===== config.mk =====
export PLATFORM = sky130hd
export DESIGN_NAME = jtframe_vtimer
export DESIGN_NICKNAME = d
export VERILOG_FILES = /design/src/rtl/jtframe_vtimer.sv
export SDC_FILE = /design/constraint.sdc
export NUM_CORES = 1
export LEC_CHECK = 0
export CORE_MARGIN = 3
export CORE_UTILIZATION = 50
export CTS_BUF_LIST = sky130_fd_sc_hd__clkbuf_4 sky130_fd_sc_hd__clkbuf_8 sky130_fd_sc_hd__clkbuf_16
export DETAILED_ROUTE_END_ITERATION = 12
export GPL_TIMING_DRIVEN = 0
export MAX_ROUTING_LAYER = met4
export PLACE_DENSITY = 0.86
export SLEW_MARGIN = 30
export SYNTH_ARGS = -nofsm -noshare
export SYNTH_HDL_FRONTEND = slang
export SYNTH_SLANG_ARGS = --single-unit

===== constraint.sdc =====
create_clock -name clk -period 3.8 [get_ports clk]
set_input_delay 0.76 -clock clk [delete_from_list [all_inputs] [get_ports clk]]
set_output_delay 0.76 -clock clk [all_outputs]
set_load 0.03 [all_outputs]

===== src/rtl/jtframe_vtimer.sv =====
// -----------------------------------------------------------------------------
// jtframe_vtimer
//   Video timing generator. A horizontal pixel counter H runs from HCNT_START
//   to HCNT_END. Once per line, at H == H_VNEXT, a three-deep line pipeline
//   advances:
//     - vdump holds the line being displayed.
//     - vrender holds the next line.
//     - vrender1 holds the line after that.
//   Blanking, sync and frame/line start pulses are decoded from H and vdump.
//   All state advances only on clk edges where pxl_cen is high.
//
// Ports
//   clk      in   system clock
//   rst      in   asynchronous active-high reset
//   pxl_cen  in   pixel clock enable
//   vdump    out  [8:0] current line
//   vrender  out  [8:0] next line
//   vrender1 out  [8:0] line after next
//   H        out  [8:0] horizontal count
//   Hinit    out  high for the pixel where H == HINIT
//   Vinit    out  high for the pixel where H == H_VB and vdump == VB_END
//   LHBL     out  horizontal blank, active low
//   LVBL     out  vertical blank, active low
//   HS       out  horizontal sync, active high
//   VS       out  vertical sync, active high
// -----------------------------------------------------------------------------
module jtframe_vtimer #(
    parameter logic [8:0] HCNT_START = 9'h000,
    parameter logic [8:0] HCNT_END   = 9'h17F,
    parameter logic [8:0] HB_START   = 9'h13F,
    parameter logic [8:0] HB_END     = 9'h17F,
    parameter logic [8:0] HS_START   = 9'h150,
    parameter logic [8:0] HS_END     = HS_START + 9'd27,
    parameter logic [8:0] H_VNEXT    = HB_START,
    parameter logic [8:0] H_VB       = H_VNEXT,
    parameter logic [8:0] H_VS       = HS_START,
    parameter logic [8:0] HINIT      = H_VNEXT,
    parameter logic [8:0] V_START    = 9'h0F8,
    parameter logic [8:0] VCNT_END   = 9'h1FF,
    parameter logic [8:0] VB_START   = 9'h1EF,
    parameter logic [8:0] VB_END     = 9'h10F,
    parameter logic [8:0] VS_START   = 9'h1F0,
    parameter logic [8:0] VS_END     = VS_START + 9'd3
) (
    input  logic       clk,
    input  logic       rst,
    input  logic       pxl_cen,
    output logic [8:0] vdump,
    output logic [8:0] vrender,
    output logic [8:0] vrender1,
    output logic [8:0] H,
    output logic       Hinit,
    output logic       Vinit,
    output logic       LHBL,
    output logic       LVBL,
    output logic       HS,
    output logic       VS
);

    // Reset contents of the line pipeline: V_START and its two successors.
    localparam logic [8:0] VR_INIT  = (V_START == VCNT_END) ? V_START : V_START + 9'd1;
    localparam logic [8:0] VR1_INIT = (VR_INIT == VCNT_END) ? V_START : VR_INIT + 9'd1;

    // Successor of a line number inside the V_START..VCNT_END range.
    function automatic logic [8:0] vnext(input logic [8:0] v);
        return (v == VCNT_END) ? V_START : v + 9'd1;
    endfunction

    logic [8:0] h_nxt;
    logic [8:0] vd_nxt;
    logic       v_adv;

    // Next-pixel values. Hinit/Vinit are registered from these so that the
    // pulses line up with the pixel whose H/vdump match, not one pixel late.
    always_comb begin
        h_nxt  = (H == HCNT_END) ? HCNT_START : H + 9'd1;
        v_adv  = (H == H_VNEXT);
        vd_nxt = v_adv ? vrender : vdump;
    end

    // Horizontal counter
    always_ff @(posedge clk or posedge rst) begin
        if (rst) begin
            H <= HCNT_START;
        end else if (pxl_cen) begin
            H <= h_nxt;
        end
    end

    // Line pipeline: all three stages shift together once per line
    always_ff @(posedge clk or posedge rst) begin
        if (rst) begin
            vdump    <= V_START;
            vrender  <= VR_INIT;
            vrender1 <= VR1_INIT;
        end else if (pxl_cen && v_adv) begin
            vdump    <= vrender;
            vrender  <= vrender1;
            vrender1 <= vnext(vrender1);
        end
    end

    // Line and frame start pulses
    always_ff @(posedge clk or posedge rst) begin
        if (rst) begin
            Hinit <= 1'b0;
            Vinit <= 1'b0;
        end else if (pxl_cen) begin
            Hinit <= (h_nxt == HINIT);
            Vinit <= (h_nxt == H_VB) && (vd_nxt == VB_END);
        end
    end

    // Horizontal blank and sync. The end compare is tested first so that equal
    // start/end values leave the signal deasserted.
    always_ff @(posedge clk or posedge rst) begin
        if (rst) begin
            LHBL <= 1'b0;
            HS   <= 1'b0;
        end else if (pxl_cen) begin
            if (H == HB_END) begin
                LHBL <= 1'b1;
            end else if (H == HB_START) begin
                LHBL <= 1'b0;
            end
            if (H == HS_END) begin
                HS <= 1'b0;
            end else if (H == HS_START) begin
                HS <= 1'b1;
            end
        end
    end

    // Vertical blank and sync. These are sampled once per line at their own H
    // positions and look at the vdump value before any advance on that pixel.
    always_ff @(posedge clk or posedge rst) begin
        if (rst) begin
            LVBL <= 1'b0;
            VS   <= 1'b0;
        end else if (pxl_cen) begin
            if (H == H_VB) begin
                if (vdump == VB_END) begin
                    LVBL <= 1'b1;
                end else if (vdump == VB_START) begin
                    LVBL <= 1'b0;
                end
            end
            if (H == H_VS) begin
                if (vdump == VS_END) begin
                    VS <= 1'b0;
                end else if (vdump == VS_START) begin
                    VS <= 1'b1;
                end
            end
        end
    end

endmodule


* Yosys cells after proc, flatten, opt, wreduce, memory -nomap -nowiden
Cells that the tools add are included.
Storage, ports and cells: register bits 42, bits of input ports 3, logic and storage cells 44
Operators by class: $add $sub $neg 2, equality and inequality tests 11, multiplexer cells 11, reductions and logical operators 10
Operators by type and width (count):
- 9-bit == test, second input constant | 11
- 9-bit two-way mux | 3
- 9-bit by 1-bit adder with 9-bit output, second input constant | 2
- 1-bit two-way mux | 8
- 2-bit nonzero test | 4
- 3-bit AND reduction | 2
- 2-bit AND reduction | 2
- 1-bit logical AND | 2

* Depth between registers and ports, before layout
depth in word-level cells 4, gate-level depth with buffers 8

* Worst setup path after synthesis
Ideal clock, no wire load.
path type register to register, start point reg H[0], end point reg vrender1[6], library setup time 88 ps, arrival time 1977 ps, slack 1734 ps, cell stages (with the launch flop) 7, buffers on the path 1, clock period less this slack 2066 ps, cell sequence dfrtp_1 -> ha_1 -> nand3_2 -> or4_4 -> buf_6 -> o41ai_2 -> o21ai_1
Between the ends: cells in the longest elaborated chain, start to end 2
Ends and longest elaborated chain:
- start: declaration | RTL line 51 | output logic [8:0] H,
- start signal: assignment | RTL line 86 | H <= h_nxt;
- 9-bit == test | RTL line 77 | v_adv = (H == H_VNEXT);
- 1-bit logical AND | RTL line 96 | end else if (pxl_cen && v_adv) begin
- end signal: assignment | RTL line 99 | vrender1 <= vnext(vrender1);
- end: declaration | RTL line 50 | output logic [8:0] vrender1,
Every way passes these cells. A chain may end at the register's enable or synchronous reset.

* Final worst setup path
start point in pxl_cen, end point reg vdump[0]
Between the ends: cells in the longest elaborated chain, start to end 1
Ends and longest elaborated chain:
- start: declaration | RTL line 47 | input logic pxl_cen,
- 1-bit logical AND | RTL line 96
- end signal: assignment | RTL line 97 | vdump <= vrender;
- end: declaration | RTL line 48 | output logic [8:0] vdump,
Every way passes these cells.

==> reports/metrics.cfg <==
[critical_path]
crit_path_start_kind=input port
worstSetupStartpoint=pxl_cen
cp_max_fo=10
worst_setup_path_end_kind=register
worstPathArrival_ps=2660
worstReg2RegStart=H[0]
path_class=in -> reg
required_ps=3960

[power]
p_sw_uw=420
report.power.total_uw=1200
p_seq_share_pct=44.9
swShare_pct=35.1
p_comb_share_pct=30.3
p_int_uw=777
ir_worst_vdd_v=0.000330
powerDensity_nw_per_um2=440
p_leak_uw=0.00117
clockPowerShare_pct=24.8

[cts]
numCtsBuffers=5
cts_tree=yes
htree_levels=2
post_cts.repair.setup_buffers=0
cts_root_buffer=clkbuf_8
cts_resized=0
cts_hold_buffers=0
clk_latency_ps=290
clock_sinks=42
clk_path_buf_depth=2
path_clk_slew_ps=80

[floorplan]
fp.dieH_um=70.8
row_count=22
die_area_um2=5020
coreArea_um2=3850
ioPinCount=45
die_x_um=70.8
start_util_pct=54.5

[sta]
period_minus_slack_ps=2500
rsz0062_at_grt=no
setup_violations=0
layout_setup_ws_ps=1300
drv_slew=0
slew_headroom_pct=47.3
hold_viol=0
fmax_mhz=400
fin_crit_sh_pct=65.7
setup_tns_ps=0
fin_skew_ps=5.72
tightest_slew_ps=783

[logic_synthesis]
yosysSeqAreaShare_pct=51.0
synth-warning-count=0
syn_area_um2=2100
synth_fp_nets=231
synth-seq-cells=42
syn_inst=224
postSynthAreaPerCell_um2=9.38
synth_cell_type_count=44

[route]
routed_wl_um=4890
drc=0
viasPerCell=5.69
vias=1850
drt-wirelength-per-cell_um=15.0
final_antenna_net_count=0
firstDrtPassIters=4
dr.first_iter.drc_count=162

[layout]
multi_input_area_um2=946
drive_gt1_share_pct=15.9
antenna_cells=0
fillers=327
final_nets=283
syn2layout_area_growth_pct=29.3
ff_latch_area_um2=1070

[placement]
port_buffers=44
pre_cts_ws_ps=1000
hpwl_um=3540
gp_congestion=0.884

[global_route]
gr-usage-all-layers_pct=21.0
grt_max_degree=31
overflow=0
grt_pass1_wl_um=8150
antenna_found_initial=0
first_global_vias=1684

[run_status]
status=complete, no violations

[hold_path]
hp-start=vrender1[7]
hold_path.class=reg -> reg

[run]
drv_cap=0

flip-flops by register name, summed over array words and instances, names as in the netlist:
register  count
H             9
vdump         9
vrender1      9
vrender       9
HS            1
Hinit         1
LHBL          1
LVBL          1
VS            1
Vinit         1
area by class of cell:
type                       count  share of cell area [%]
sequential                    42                    39.5
multi-input combinational    163                    34.8
timing repair buffer          45                    16.9
clock buffer                   6                    3.04
tap                           48                    2.21
buffer                         9                    1.70
inverter                      10                    1.38
clock inverter                 2                   0.460
kinds of logic after synthesis:
kind of cell	synth area share (%)
XOR/XNOR	1.67
multiplexers	2.62
adder cells (fa/ha/maj)	2.38
AO/OA/AOI/OAI	10.5
buffers and inverters	3.99
flip-flops	51.0
AND/OR/NAND/NOR	27.8
Yosys cell counts (all sizes together):
library cell / number / area share [%]
o2bb2ai: 1 / 0.42
and4: 2 / 0.83
clkbuf: 4 / 0.71
or3b: 1 / 0.42
o32a: 2 / 0.95
mux2: 4 / 2.1
nand2b: 3 / 0.89
o21a: 1 / 0.36
nor2: 9 / 1.6
o41ai: 2 / 1.2
nor3: 5 / 1.2
ha: 4 / 2.4
dfrtp: 25 / 30
nand3: 5 / 1.4
or3: 1 / 0.30
a21oi: 6 / 1.4
a31oi: 5 / 1.5
a41o: 1 / 0.48
xnor2: 4 / 1.7
o22a: 1 / 0.42
o22ai: 1 / 0.30
nand4: 4 / 1.2
or2: 1 / 0.30
nand3b: 2 / 1.3
dfstp: 17 / 21
buf: 5 / 1.5
a2bb2oi: 1 / 0.42
mux2i: 1 / 0.48
or4: 2 / 0.89
o21ai: 10 / 2.4
nand4b: 3 / 1.3
nand2: 71 / 13
and2b: 1 / 0.36
inv: 10 / 1.8
nor4: 7 / 2.8
o31ai: 2 / 0.71
per-stage QoR:
stage                     instances  utilization [%]  hold WS (ps)  instance area [µm²]
after global routing            325             70.5           488                 2720
after detailed placement        317             68.1           469                 2620
after floorplan                 224                -           524                 2100
after CTS                       325             70.5           480                 2720
final                           325             70.5           481                 2720
after global placement          316             67.5           461                 2600
cell usage in the layout (no fill, tap or decap), types with 2 or more instances in the layout:
master,instances
nand2_1,70
clkdlybuf4s50_1,44
dfrtp_1,25
dfstp_2,17
inv_1,9
o21ai_0,9
nor2_1,9
nor4_1,6
a21oi_1,6
clkbuf_8,6
nor3_1,5
a31oi_1,5
buf_2,4
nand3_1,4
xnor2_1,4
clkbuf_1,4
mux2_2,4
nand4_1,4
ha_1,4
nand4b_1,3
nand2b_1,3
and4_1,2
o32a_1,2
o31ai_1,2
metal layers:
metal	share of wire [%]	global-route usage, %	vias to the layer above
met4	1.2	5.85	0
met1	46	28.1	883
met2	47	32.2	75
met5	0	-	-
li1	-	-	883
met3	5.9	4.55	9
worst max-delay path: stages:
cell             delay [ps]
clkdlybuf4s50_1         550
nand3b_4                140
nor4_4                  600
clkbuf_1                430
o21ai_0                 160
power by group through the flow:
stage          registers, µW  clock network, µW  logic (µW)
3_5_place_dp             544                  0         364
2_1_floorplan            608                  0         175
4_1_cts                  536                306         365
3_3_place_gp             542                  0         353
5_1_grt                  545                324         391
6_report                 537                297         363
final timing paths:
kind / end / depth (start not counted) / slack [ps]
setup / recovery: vdump[0] / 5 / 1300
hold / removal: vrender[7] / 2 / 480
setup reg to reg: vdump[0] / 5 / 1600
hold reg to reg: vrender[7] / 2 / 480
max in group asynchronous: vrender[6] / 3 / 2550
min in group asynchronous: vdump[0] / 2 / 730
(Power assumes the default switching activity.)
